===== src/rtl/unary_serializer.sv =====
// unary_serializer: turns an accepted count N into an OUTPUTS-bit unary word with min(N,OUTPUTS) leading ones, sent bit 0 first.
// Latency: out_valid rises the cycle after the input handshake; at full output rate one word every OUTPUTS+1 cycles.
// Backpressure: out_ready low holds index/out_bit/out_last indefinitely; in_ready stays low for the whole word.
module unary_serializer #(
  parameter int OUTPUTS      = 8,
  parameter int COUNTER_BITS = 4
) (
  input  logic                    i_clk,
  input  logic                    i_rst_n,
  input  logic                    i_in_valid,
  output logic                    o_in_ready,
  input  logic [COUNTER_BITS-1:0] i_count,
  output logic                    o_out_bit,
  output logic                    o_out_valid,
  input  logic                    i_out_ready,
  output logic                    o_out_last,
  output logic [OUTPUTS-1:0]      o_therm,
  output logic                    o_sat
);

  // The count width must be able to represent OUTPUTS itself, so the
  // saturated count and the bit index share one width.
  if ((OUTPUTS < 2) || (OUTPUTS > 16) || ((1 << COUNTER_BITS) <= OUTPUTS)) begin : g_bad_params
    $error("unary_serializer: illegal OUTPUTS/COUNTER_BITS combination");
  end

  localparam logic [COUNTER_BITS-1:0] C_OUTPUTS  = COUNTER_BITS'(OUTPUTS);
  localparam logic [COUNTER_BITS-1:0] C_LAST_IDX = COUNTER_BITS'(OUTPUTS - 1);
  localparam logic [COUNTER_BITS-1:0] C_ONE      = COUNTER_BITS'(1);

  typedef enum logic {
    S_IDLE = 1'b0,
    S_EMIT = 1'b1
  } state_e;

  state_e                    r_state;
  state_e                    w_next_state;

  logic [COUNTER_BITS-1:0]   r_idx;
  logic [COUNTER_BITS-1:0]   r_nsat;
  logic [OUTPUTS-1:0]        r_therm;
  logic                      r_sat;
  logic                      r_out_bit;
  logic                      r_out_last;

  logic                      w_in_hs;
  logic                      w_out_hs;
  logic                      w_last_hs;
  logic [COUNTER_BITS-1:0]   w_nsat;
  logic                      w_sat;
  logic [OUTPUTS-1:0]        w_therm;
  logic [COUNTER_BITS-1:0]   w_idx_nxt;

  // Handshake qualifiers; in_ready depends on state only, never on in_valid.
  assign o_in_ready = (r_state == S_IDLE);
  assign w_in_hs    = i_in_valid & o_in_ready;
  assign w_out_hs   = (r_state == S_EMIT) & i_out_ready;
  assign w_last_hs  = w_out_hs & r_out_last;
  assign w_idx_nxt  = r_idx + C_ONE;

  // Saturate the incoming count and build the thermometer word it implies.
  always_comb begin
    w_sat   = (i_count > C_OUTPUTS);
    w_nsat  = w_sat ? C_OUTPUTS : i_count;
    w_therm = '0;
    for (int i = 0; i < OUTPUTS; i++) begin
      w_therm[i] = (COUNTER_BITS'(i) < w_nsat);
    end
  end

  // State register.
  always_ff @(posedge i_clk or negedge i_rst_n) begin
    if (!i_rst_n) begin
      r_state <= S_IDLE;
    end else begin
      r_state <= w_next_state;
    end
  end

  // Next-state logic: one word per visit to EMIT, always returning through IDLE.
  always_comb begin
    w_next_state = r_state;
    case (r_state)
      S_IDLE: begin
        if (w_in_hs) begin
          w_next_state = S_EMIT;
        end
      end
      S_EMIT: begin
        if (w_last_hs) begin
          w_next_state = S_IDLE;
        end
      end
      default: w_next_state = S_IDLE;
    endcase
  end

  // Latch the word description on acceptance; therm/sat persist until the next acceptance.
  always_ff @(posedge i_clk or negedge i_rst_n) begin
    if (!i_rst_n) begin
      r_nsat  <= '0;
      r_therm <= '0;
      r_sat   <= 1'b0;
    end else if (w_in_hs) begin
      r_nsat  <= w_nsat;
      r_therm <= w_therm;
      r_sat   <= w_sat;
    end
  end

  // Bit index and registered serial outputs; everything holds while out_ready is low.
  always_ff @(posedge i_clk or negedge i_rst_n) begin
    if (!i_rst_n) begin
      r_idx      <= '0;
      r_out_bit  <= 1'b0;
      r_out_last <= 1'b0;
    end else if (w_in_hs) begin
      // Index 0 is a one unless the count is zero; OUTPUTS >= 2 so it is never last.
      r_idx      <= '0;
      r_out_bit  <= (w_nsat != '0);
      r_out_last <= 1'b0;
    end else if (w_last_hs) begin
      // Word complete: park the index at 0 instead of wrapping past the last bit.
      r_idx      <= '0;
      r_out_bit  <= 1'b0;
      r_out_last <= 1'b0;
    end else if (w_out_hs) begin
      r_idx      <= w_idx_nxt;
      r_out_bit  <= (w_idx_nxt < r_nsat);
      r_out_last <= (w_idx_nxt == C_LAST_IDX);
    end
  end

  assign o_out_valid = (r_state == S_EMIT);
  assign o_out_bit   = r_out_bit;
  assign o_out_last  = r_out_last;
  assign o_therm     = r_therm;
  assign o_sat       = r_sat;

endmodule


===== config.mk =====
export PLATFORM = sky130hd
export DESIGN_NAME = unary_serializer
export DESIGN_NICKNAME = d
export VERILOG_FILES = /design/src/rtl/unary_serializer.sv
export SDC_FILE = /design/constraint.sdc
export NUM_CORES = 1
export LEC_CHECK = 0
export BUFFER_PORTS_ARGS = -buffer_cell sky130_fd_sc_hd__buf_4
export CAP_MARGIN = 25
export CORE_AREA = 10 10 61 63
export CTS_BUF_LIST = sky130_fd_sc_hd__clkbuf_8
export DETAILED_ROUTE_END_ITERATION = 8
export DIE_AREA = 0 0 71 73
export PLACE_DENSITY = 0.7
export SETUP_SLACK_MARGIN = 0.5
export SLEW_MARGIN = 10
export SYNTH_ARGS = -nofsm -noshare
export SYNTH_HDL_FRONTEND = slang
export SYNTH_SLANG_ARGS = --single-unit

===== constraint.sdc =====
create_clock -name i_clk -period 2.6 [get_ports i_clk]
set_input_delay 0.26 -clock i_clk [delete_from_list [all_inputs] [get_ports i_clk]]
set_output_delay 0.26 -clock i_clk [all_outputs]
set_load 0.03 [all_outputs]

==> flow_summary.toml <==
[status]
outcome = "complete, no violations"

[clock_tree]
clk_latency_ps = 260
cts_tree = "done"
cts.path.max_buffers = 2
cts_buffers = 3
cts_setup_buffers = 0
path_clk_slew_ps = 70
cts.sinks = 19
cts_root_buf = "clkbuf_8"
htreeDepth = 1

[setup_path]
crit_fanout = 6
worst_ep_arrival_time_ps = 1990
slowest_stage = "dfrtp_1"
crit_type = "register to register"
startpoint_type = "register"
cpPeakStageDelay_ps = 430
critPathRequiredTime_ps = 2750
path_cells = "inv_1 -> ha_1 -> inv_1 -> ha_1 -> a21boi_0 -> o31ai_1 -> a221o_1"
cp-end-kind = "register"

[final_layout]
antenna_cells = 0
regArea_um2 = 475
multi_input_area_um2 = 438
nets = 136
synthToLayoutAreaGrowth_pct = 20.9
n_fill_cell = 264
final_util = 0.455
drive_gt1_frac = 0.221

[place]
hpwl_um = 1520
dpl_worst_slack_ps = 741
port_buffers = 20
gp_congestion = 0.831

[synthesis]
synth_area_leaders = "dfrtp_1, o21ai_0, ha_1, nand2_1, inv_1"
syn_inst = 104
synthSimpleGateAreaFrac = 0.159
syn_nets = 117
synth_top_area_cell = "dfrtp_1"
synth_edf_count = 0
ys.flop_type = "dfrtp_1"
muxShareOfSynthArea = 0.0216
yosysWarningCount = 0
seq_area_frac_synth = 0.483
synth_area_um2 = 983
netlist.area_leader.share = 0.483
synth_top_family_by_area = "compound AO/OA/AOI/OAI gates"
synth_xor_area_frac = 0.0178
synthAdderAreaFrac = 0.0636
synth_seq_cells = 19
synth_compound_area_frac = 0.183
synthArstFlopShare = 1.00
avgSynthCellArea_um2 = 9.46
synth.distinct_cells = 31

[floorplan]
core_mm2 = 0.00262
die_h_um = 73
initial_utilization = 0.376
die_area_mm2 = 0.00518
die_x_um = 71
rows = 19
num_io_pins = 21

[hold_path]
min_path_type = "input pin to register"

[grt]
antenna_found_initial = 0
grt_overflow = 0
grt_pass1_vias = 854
grt_pass1_wl_um = 3700
grt_start_max_net_pins = 26
track_usage = 0.0864

[sta]
setup_viol_count_final = 0
layout_setup_ws_ps = 754
slew_headroom = 0.835
fin_setup_tns_ps = 0
hold_violations = 0
post-route-period-util = 0.710
period_needed_ps = 1850
slew_viol_final = 0
whs_ps = 256
fin_worst_skew_ps = 1.18
rsz0062_at_grt = "false"
fmax_mhz = 542
tightest_slew_ps = 244

[drt]
drtIter0Drc = 33
via_per_inst = 4.97
drc = 0
ant_nets = 0
wl_per_cell_um = 13.5
wl_um = 2070
vias = 761
firstDrtPassIters = 4

[power_and_ir_drop]
p_total_w = 0.00159
leakagePower_nw = 0.593
p_per_area_mw_per_mm2 = 1340
vdd_drop_max_v = 0.000651

[job]
maxCapViolCount = 0
## Yosys cell counts, drive strengths merged, types with 2 or more instances
| cell | count |
|---|---|
| a21oi | 3 |
| a31oi | 2 |
| buf | 3 |
| clkbuf | 4 |
| dfrtp | 19 |
| ha | 5 |
| inv | 8 |
| nand2 | 13 |
| nand2b | 4 |
| nand3 | 2 |
| nor2 | 6 |
| nor3 | 2 |
| o21a | 2 |
| o21ai | 16 |
| o31ai | 2 |
| xor2 | 2 |
## layer usage
metal,up-vias,part of all wire,global-route usage
met1,354,0.49,0.102
met3,2,0.061,0.0340
met4,0,0.015,0.0473
li1,386,-,-
met2,19,0.43,0.131
met5,-,0,0
## worst max-delay path, delay by kind of cell, from the launching register on
kind / cells / cell delay, ps
flip-flops: 1 / 430
AO/OA/AOI/OAI: 3 / 630
adder cells (fa/ha/maj): 2 / 560
buffers and inverters: 2 / 110
## cells in the final DEF, fill, tap and decap left out, types with 3 or more instances in the layout
| cell | n |
|---|---|
| o21ai_0 | 16 |
| inv_1 | 8 |
| buf_4 | 20 |
| clkbuf_8 | 3 |
| a21oi_1 | 3 |
| nand2b_1 | 3 |
| ha_1 | 5 |
| dfrtp_1 | 19 |
| nor2_1 | 6 |
| nand2_1 | 13 |
## what timing repair did
| item | CTS | global route |
|---|---|---|
| hold buffers | 1 | 0 |
| gates resized for setup | 0 | 0 |
| endpoints found under the hold margin | 19 | 0 |
## through the flow
step                      instances  cell area (µm²)
after global placement          148             1130
after floorplan                 104              983
after global routing            153             1190
final                           153             1190
after detailed placement        148             1130
after CTS                       153             1190
## report_power, final
part           total (W)  switching (W)  leakage (nW)  internal [W]
Clock           0.000209       0.000102        0.0255      0.000107
Sequential      0.000558       0.000117         0.234      0.000441
Combinational   0.000821       0.000478         0.334      0.000344
Total            0.00159       0.000697         0.593      0.000891
## sequential cells by signal (all words and copies together), names as in the netlist
signal,flops
o_therm,7
o_sat,1
o_out_valid,1
o_out_last,1
o_out_bit,1
r_nsat,4
r_idx,4
## area by class of cell
type                            count  area share
Clock inverter                      1     0.00421
Timing Repair Buffer               21       0.135
Inverter                            8      0.0253
Clock buffer                        3      0.0347
Sequential cell                    19       0.400
Tap cell                           31      0.0326
Multi-Input combinational cell     70       0.368
## cell families after synthesis
| kind of cell | Yosys count |
|---|---|
| AND/OR/NAND/NOR | 31 |
| AO/OA/AOI/OAI | 30 |
| flip-flops | 19 |
| buffers and inverters | 15 |
| adder cells (fa/ha/maj) | 5 |
| XOR/XNOR | 2 |
| multiplexers | 2 |
## worst paths after layout
kind	from	end	slack, ps	cells past startpoint
setup / recovery	r_idx[0]	o_out_bit	750	7
hold / removal	i_out_ready	o_out_valid	260	2
setup reg to reg	r_idx[0]	o_out_bit	750	7
max in group asynchronous	i_rst_n	o_therm[2]	1990	2
hold reg to reg	r_nsat[1]	r_nsat[1]	480	2
min in group asynchronous	i_rst_n	r_idx[3]	410	2
Power figures use the tool's default switching activity.
